### config.mk
export PLATFORM = sky130hd
export DESIGN_NAME = add_num_operand_unpack
export DESIGN_NICKNAME = d
export VERILOG_FILES = /design/src/rtl/add_num_pkg.sv /design/src/rtl/add_num_lane_adder.sv /design/src/rtl/add_num_operand_unpack.sv
export SDC_FILE = /design/constraint.sdc
export NUM_CORES = 1
export LEC_CHECK = 0
export CAP_MARGIN = 10
export CORE_AREA = 10 10 415 417
export CTS_BUF_LIST = sky130_fd_sc_hd__clkbuf_2
export DETAILED_ROUTE_END_ITERATION = 6
export DIE_AREA = 0 0 425 427
export GPL_TIMING_DRIVEN = 0
export PLACE_DENSITY = 0.55
export SETUP_SLACK_MARGIN = 0.02
export SYNTH_ARGS = -nofsm -noshare
export SYNTH_HDL_FRONTEND = slang
export SYNTH_HIERARCHICAL = 1
export SYNTH_SLANG_ARGS = --single-unit
### constraint.sdc
create_clock -name clk -period 4.95 [get_ports clk]
set_input_delay 0.99 -clock clk [delete_from_list [all_inputs] [get_ports clk]]
set_output_delay 0.99 -clock clk [all_outputs]
set_load 0.1 [all_outputs]
### src/rtl/add_num_pkg.sv
// Shared constants, operand/lane types and FSM state encoding for the
// add-two-numbers AFU read-path unpack stage.
package add_num_pkg;

  localparam int N_PAIRS = 32;
  localparam int OPND_W  = 8;
  localparam int LANE_W  = 16;

  typedef logic [OPND_W-1:0] t_opnd;
  typedef logic [LANE_W-1:0] t_lane;

  typedef enum logic [1:0] {
    IDLE     = 2'd0,
    WAIT_RSP = 2'd1,
    COMPUTE  = 2'd2,
    OUTPUT   = 2'd3
  } t_unpack_state;

endpackage

### src/rtl/add_num_lane_adder.sv
// Combinational 8-bit pair adder producing one 16-bit result lane and an
// overflow bit. Macro ADD_NUM_UNPACK_SATURATE_EN clamps the lane to 255.
module add_num_lane_adder
  import add_num_pkg::*;
(
  input  t_opnd i_a,
  input  t_opnd i_b,
  output t_lane o_lane,
  output logic  o_ovf
);

  logic [OPND_W:0] w_sum;

  assign w_sum = {1'b0, i_a} + {1'b0, i_b};
  assign o_ovf = w_sum[OPND_W];

`ifdef ADD_NUM_UNPACK_SATURATE_EN
  assign o_lane = {{(LANE_W-OPND_W){1'b0}},
                   (w_sum[OPND_W] ? {OPND_W{1'b1}} : w_sum[OPND_W-1:0])};
`else
  assign o_lane = {{(LANE_W-OPND_W-1){1'b0}}, w_sum};
`endif

endmodule

### src/rtl/add_num_operand_unpack.sv
// Captures the c0 read-response line matching the armed mdata tag, sums its
// 32 operand pairs LANES_PER_CYCLE at a time and hands the packed result to
// the write stage. Optional macro: ADD_NUM_UNPACK_SATURATE_EN (lane clamp).
module add_num_operand_unpack
  import add_num_pkg::*;
#(
  parameter int LANES_PER_CYCLE = 4,
  parameter int MDATA_W         = 16
) (
  input  logic                       clk,
  input  logic                       reset_n,
  input  logic                       start,
  input  logic [MDATA_W-1:0]         exp_mdata,
  input  logic                       rsp_valid,
  input  logic [MDATA_W-1:0]         rsp_mdata,
  input  logic [N_PAIRS*LANE_W-1:0]  rsp_data,
  output logic                       res_valid,
  input  logic                       res_ready,
  output logic [N_PAIRS*LANE_W-1:0]  res_data,
  output logic [N_PAIRS-1:0]         res_ovf,
  output logic                       busy,
  output logic                       err_tag
);

  localparam logic [5:0] CNT_STEP = 6'(LANES_PER_CYCLE);
  localparam logic [5:0] LAST_CNT = 6'(N_PAIRS - LANES_PER_CYCLE);

  t_unpack_state              r_state;
  logic [MDATA_W-1:0]         r_exp_mdata;
  logic [N_PAIRS*LANE_W-1:0]  r_line;
  logic [5:0]                 r_cnt;
  logic [N_PAIRS*LANE_W-1:0]  r_res_data;
  logic [N_PAIRS-1:0]         r_res_ovf;
  logic                       r_res_valid;
  logic                       r_busy;
  logic                       r_err_tag;

  t_opnd                      w_a [N_PAIRS];
  t_opnd                      w_b [N_PAIRS];
  t_lane                      w_lane [LANES_PER_CYCLE];
  logic                       w_ovf  [LANES_PER_CYCLE];
  logic [N_PAIRS*LANE_W-1:0]  w_res_data_next;
  logic [N_PAIRS-1:0]         w_res_ovf_next;
  logic                       w_tag_match;

  assign w_tag_match = (rsp_mdata == r_exp_mdata);

  genvar gi;
  generate
    for (gi = 0; gi < N_PAIRS; gi++) begin : g_unpack
      assign w_a[gi] = r_line[gi*LANE_W +: OPND_W];
      assign w_b[gi] = r_line[gi*LANE_W + OPND_W +: OPND_W];
    end

    // Adder k always works on lane cnt+k of the captured line.
    for (gi = 0; gi < LANES_PER_CYCLE; gi++) begin : g_adder
      logic [4:0] w_idx;
      assign w_idx = r_cnt[4:0] + 5'(gi);
      add_num_lane_adder u_adder (
        .i_a    (w_a[w_idx]),
        .i_b    (w_b[w_idx]),
        .o_lane (w_lane[gi]),
        .o_ovf  (w_ovf[gi])
      );
    end

    // Each result lane is loaded only in the COMPUTE step that covers it.
    for (gi = 0; gi < N_PAIRS; gi++) begin : g_wr
      localparam int         OFF  = gi % LANES_PER_CYCLE;
      localparam logic [5:0] BASE = 6'(gi - OFF);
      logic w_hit;
      assign w_hit = (r_state == COMPUTE) && (r_cnt == BASE);
      assign w_res_data_next[gi*LANE_W +: LANE_W] =
        w_hit ? w_lane[OFF] : r_res_data[gi*LANE_W +: LANE_W];
      assign w_res_ovf_next[gi] = w_hit ? w_ovf[OFF] : r_res_ovf[gi];
    end
  endgenerate

  always_ff @(posedge clk or negedge reset_n) begin
    if (!reset_n) begin
      r_state     <= IDLE;
      r_exp_mdata <= '0;
      r_line      <= '0;
      r_cnt       <= '0;
      r_res_data  <= '0;
      r_res_ovf   <= '0;
      r_res_valid <= 1'b0;
      r_busy      <= 1'b0;
      r_err_tag   <= 1'b0;
    end else begin
      r_res_data <= w_res_data_next;
      r_res_ovf  <= w_res_ovf_next;
      case (r_state)
        IDLE: begin
          if (start) begin
            r_exp_mdata <= exp_mdata;
            r_err_tag   <= 1'b0;
            r_busy      <= 1'b1;
            r_state     <= WAIT_RSP;
          end
        end
        WAIT_RSP: begin
          if (rsp_valid) begin
            if (w_tag_match) begin
              r_line  <= rsp_data;
              r_cnt   <= '0;
              r_state <= COMPUTE;
            end else begin
              r_err_tag <= 1'b1;
            end
          end
        end
        COMPUTE: begin
          r_cnt <= r_cnt + CNT_STEP;
          if (r_cnt == LAST_CNT) begin
            r_res_valid <= 1'b1;
            r_state     <= OUTPUT;
          end
        end
        OUTPUT: begin
          if (res_ready) begin
            r_res_valid <= 1'b0;
            r_busy      <= 1'b0;
            r_state     <= IDLE;
          end
        end
        default: r_state <= IDLE;
      endcase
    end
  end

  assign res_valid = r_res_valid;
  assign res_data  = r_res_data;
  assign res_ovf   = r_res_ovf;
  assign busy      = r_busy;
  assign err_tag   = r_err_tag;

endmodule

==> run_results.csv <==
group,metric,value,unit
power,seq_power_share,0.370,
detailed_routing,drt-initial-drc-count,1744,
yosys,number_of_synthesized_flops_with_an_enable_pin,0,
grt,first_global_vias,36600,
power,power.density,398,nW/µm²
timing,grt_setup_unrepaired,"no",
place,detailed_place.area,60000,µm²
power,leakage,32.0,nW
yosys,yosysTopAreaCell,"dfrtp_1",
floorplan,floorplan_die_height,427,µm
timing,finalHoldViolations,0,
yosys,synth.top_cell.area_share,0.592,
yosys,netlist-cell-type-count,33,
worst_setup_path,slowest_stage,"buf_1",
worst_setup_path,critical_path_cell_count,11,
yosys,dominantRegCellSynth,"dfrtp_1",
detailed_routing,wl_per_cell,28.1,µm
yosys,yosysMostFrequentCell,"dfrtp_1",
grt,grt_pass1_wl,283000,µm
power,part_of_the_power_in_combinational_logic,0.390,
place,dpl.cell_count,6252,
worst_setup_path,crit_path_max_fanout,10,
detailed_routing,num_vias,33900,
cells_and_area,final_nets,5514,
grt,grt-ovfl-total,0,
floorplan,design.die.area,181000,µm²
worst_setup_path,cp_cell_sequence,"clkbuf_1 -> buf_1 -> mux4_2 -> nand2_1 -> nand2_1 -> ha_1 -> a21o_1 -> a21o_1 -> a221oi_1 -> nand2_1 -> mux2_2",
detailed_routing,route.final.wire_length,206000,µm
worst_setup_path,largest_incremental_delay_on_the_critical_path,0.82,ns
floorplan,die-width,425,µm
timing,maxSlewHeadroom,0.184,
power,switching_power,11.9,mW
cells_and_area,syn2layout_area_growth,49.1,%
clock_network,tritoncts_num_sinks,1081,
yosys,synthArstFlopShare,1.00,
place,place.port_buffers,1095,
detailed_routing,viasPerCell,4.62,
clock_network,cts_htree_levels,5,
worst_setup_path,cp_data_arrival_time,6.29,ns
grt,total_global_routing_track_utilization,0.220,
detailed_routing,maxUsedRoutingLayer,"met5",
cells_and_area,fin_area,68100,µm²
grt,grt_start_max_net_pins,169,
timing,max_slew.worst_pin.slew,1.22,ns
yosys,number_of_cells_produced_by_synthesis,2920,
clock_network,cts_max_path_buffers,4,
power,p_int,15.2,mW
cells_and_area,fin_cells,7335,
power,vdd_ir_drop_max,0.505,mV
detailed_routing,route.met2.wl,107000,µm
place,routabilityCongestion,0.884,
yosys,flip_flop_and_latch_count_after_synthesis,1081,
job,max_cap_viol_count,0,
worst_setup_path,critPathLaunchType,"flop",
detailed_routing,met3RoutedLength,10700,µm
clock_network,tritoncts.num_buffers,322,
status,status,"completed",
timing,setup_violations,0,
worst_setup_path,number_of_buffers_and_inverters_on_the_critical_path,2,
clock_network,cts.root.buffer_cell,"clkbuf_2",
cells_and_area,final_layout_size_suffix_gt1_frac,0.362,
timing,worst_clock_skew,0.195,ns
clock_network,clk-insertion-delay-late,1.80,ns
timing,fraction_of_the_cycle_the_final_worst_path_needs,0.952,
worst_setup_path,timing.reg2reg.worst_path_depth,11,
yosys,yosys-top-cells-count,"dfrtp_1 (1,081), mux2_2 (1,074), nand2_1 (210)",
yosys,syn_area,45700,µm²
place,dpl.hpwl,159000,µm
worst_setup_path,critPathCaptureType,"flop",
worst_setup_path,critical_path_s_most_frequent_cell,"nand2_1",
detailed_routing,antenna_violating_nets_post_route,0,
detailed_routing,remaining_drc_errors,0,
worst_setup_path,critPathRequiredTime,6.53,ns
min_path,holdPathStages,3,
floorplan,initial_core_util,0.279,
detailed_routing,route.layer.met1.wl,80200,µm
clock_network,clkSlewWorstSetupHoldPaths,0.10,ns
yosys,synth.yosys.seq_area_share,0.592,
power,switching_share,0.438,
detailed_routing,first_pass_iters,4,
timing,slew_viol_final,0,
yosys,synthTopCellsByArea,"dfrtp_1 (59%), mux2_2 (26%), mux4_2 (6.3%)",
floorplan,floorplan.io_pins,1096,
grt,grt_antenna_before_repair,54,
yosys,yosys_warnings,6,
power,clkPwrFrac,0.240,
floorplan,fp.coreArea,164000,µm²
floorplan,core.rowCount,149,
worst_setup_path,cp_class,"flop to flop",
yosys,synthesis.area_per_instance,15.6,µm²
min_path,timing.hold.worst.class,"input port to flop",
timing,maximum_clock_rate,0.212,GHz
clock_network,cts_tree,"done",
timing,timing.final.crit_period,4.71,ns
worst_setup_path,worst_path_dominant_cell_family,"buffers and inverters",
-- registers in the layout, summed over array words and instances, names as in the netlist --
name	flops
busy	1
err_tag	1
r_line	512
res_ovf	32
r_state	2
r_exp_mdata	16
res_data	512
r_cnt	4
res_valid	1
-- timing repair --
item                                    in CTS  in global routing
setup buffers                                0                  0
endpoints found under the hold margin      917                  0
endpoints found under the setup margin      16                 40
gates resized for setup                      3                 21
hold buffers                               534                  0
-- layout by cell type (no fill, tap or decap), types with 18 or more instances in the layout --
| cell | instances |
|---|---|
| xor2_1 | 21 |
| conb_1 | 28 |
| a21oi_1 | 26 |
| dfrtp_1 | 1081 |
| buf_4 | 84 |
| mux4_2 | 128 |
| clkbuf_2 | 465 |
| diode_2 | 51 |
| clkinv_1 | 21 |
| clkdlybuf4s50_1 | 1094 |
| buf_1 | 35 |
| mux2_2 | 1074 |
| clkbuf_1 | 35 |
| dlygate4sd3_1 | 533 |
| buf_2 | 32 |
| ha_1 | 40 |
| nand2_1 | 210 |
| inv_1 | 18 |
-- routing by layer --
metal  up-vias  GRT usage
met5         -          0
met4        12     0.0900
met3       364     0.0516
met2      1101      0.391
met1     17700      0.254
li1      14700          -
-- power groups by stage --
stage | logic [mW] | registers [mW] | clock network, mW
finish | 10.6 | 10.0 | 6.52
global route | 10.9 | 10.1 | 7.34
CTS | 10.7 | 10.0 | 6.83
detailed placement | 10.3 | 10.2 | 0
global placement | 10.1 | 10.3 | 0
floorplan | 1.84 | 15.3 | 0
-- worst min-delay path, stage by stage --
cell             delay, ns
dlygate4sd3_1         0.52
clkdlybuf4s50_1       0.46
mux2_2                0.13
-- path summary, 6_finish.rpt --
check | start | to | slack [ns]
max | r_cnt[3]$_DFFE_PN0P_ | res_data[87]$_DFFE_PN0P_ | 0.24
min | rsp_data[142] | r_line[142]$_DFFE_PN0P_ | 0.34
max reg2reg | r_cnt[3]$_DFFE_PN0P_ | res_data[87]$_DFFE_PN0P_ | 0.24
min reg2reg | r_line[24]$_DFFE_PN0P_ | r_line[24]$_DFFE_PN0P_ | 0.51
max in group asynchronous | reset_n | res_data[290]$_DFFE_PN0P_ | 2.15
min in group asynchronous | reset_n | r_line[140]$_DFFE_PN0P_ | 0.49
-- per-stage QoR --
stage	hold WS [ns]	total power [mW]	util	TNS, ns	setup slack (ns)
2_1_floorplan	0.475	17.1	-	0	1.48
3_3_place_gp	0.484	20.4	0.363	-	-49.31
3_5_place_dp	0.491	20.5	0.366	-1.05	-0.0898
4_1_cts	0.0370	27.6	0.414	0	0.0301
5_1_grt	0.0893	28.4	0.415	0	0.0116
6_report	0.342	27.1	0.415	0	0.236
-- cell type report --
| class | instances | area [µm²] |
|---|---|---|
| diodes | 51 | 128 |
| plain buffers | 194 | 1110 |
| clock buffers | 462 | 2310 |
| clock inverters | 36 | 228 |
| fillers | 15500 | 95900 |
| inverters | 22 | 82.6 |
| multi-input cells | 1647 | 17700 |
| flip-flops and latches | 1081 | 27100 |
| well taps | 2189 | 2740 |
| repair buffers | 1653 | 16800 |
-- cells by family after synthesis --
family	share of synthesized area
and+or+nand+nor	0.0239
muxes	0.330
adders and majority gates	0.0127
buffers and inverters	0.0253
DFF	0.592
AOI/OAI and AO/OA	0.00945
xor gates and xnor gates	0.00652
other	0.000329
(Power assumes the default switching activity.)
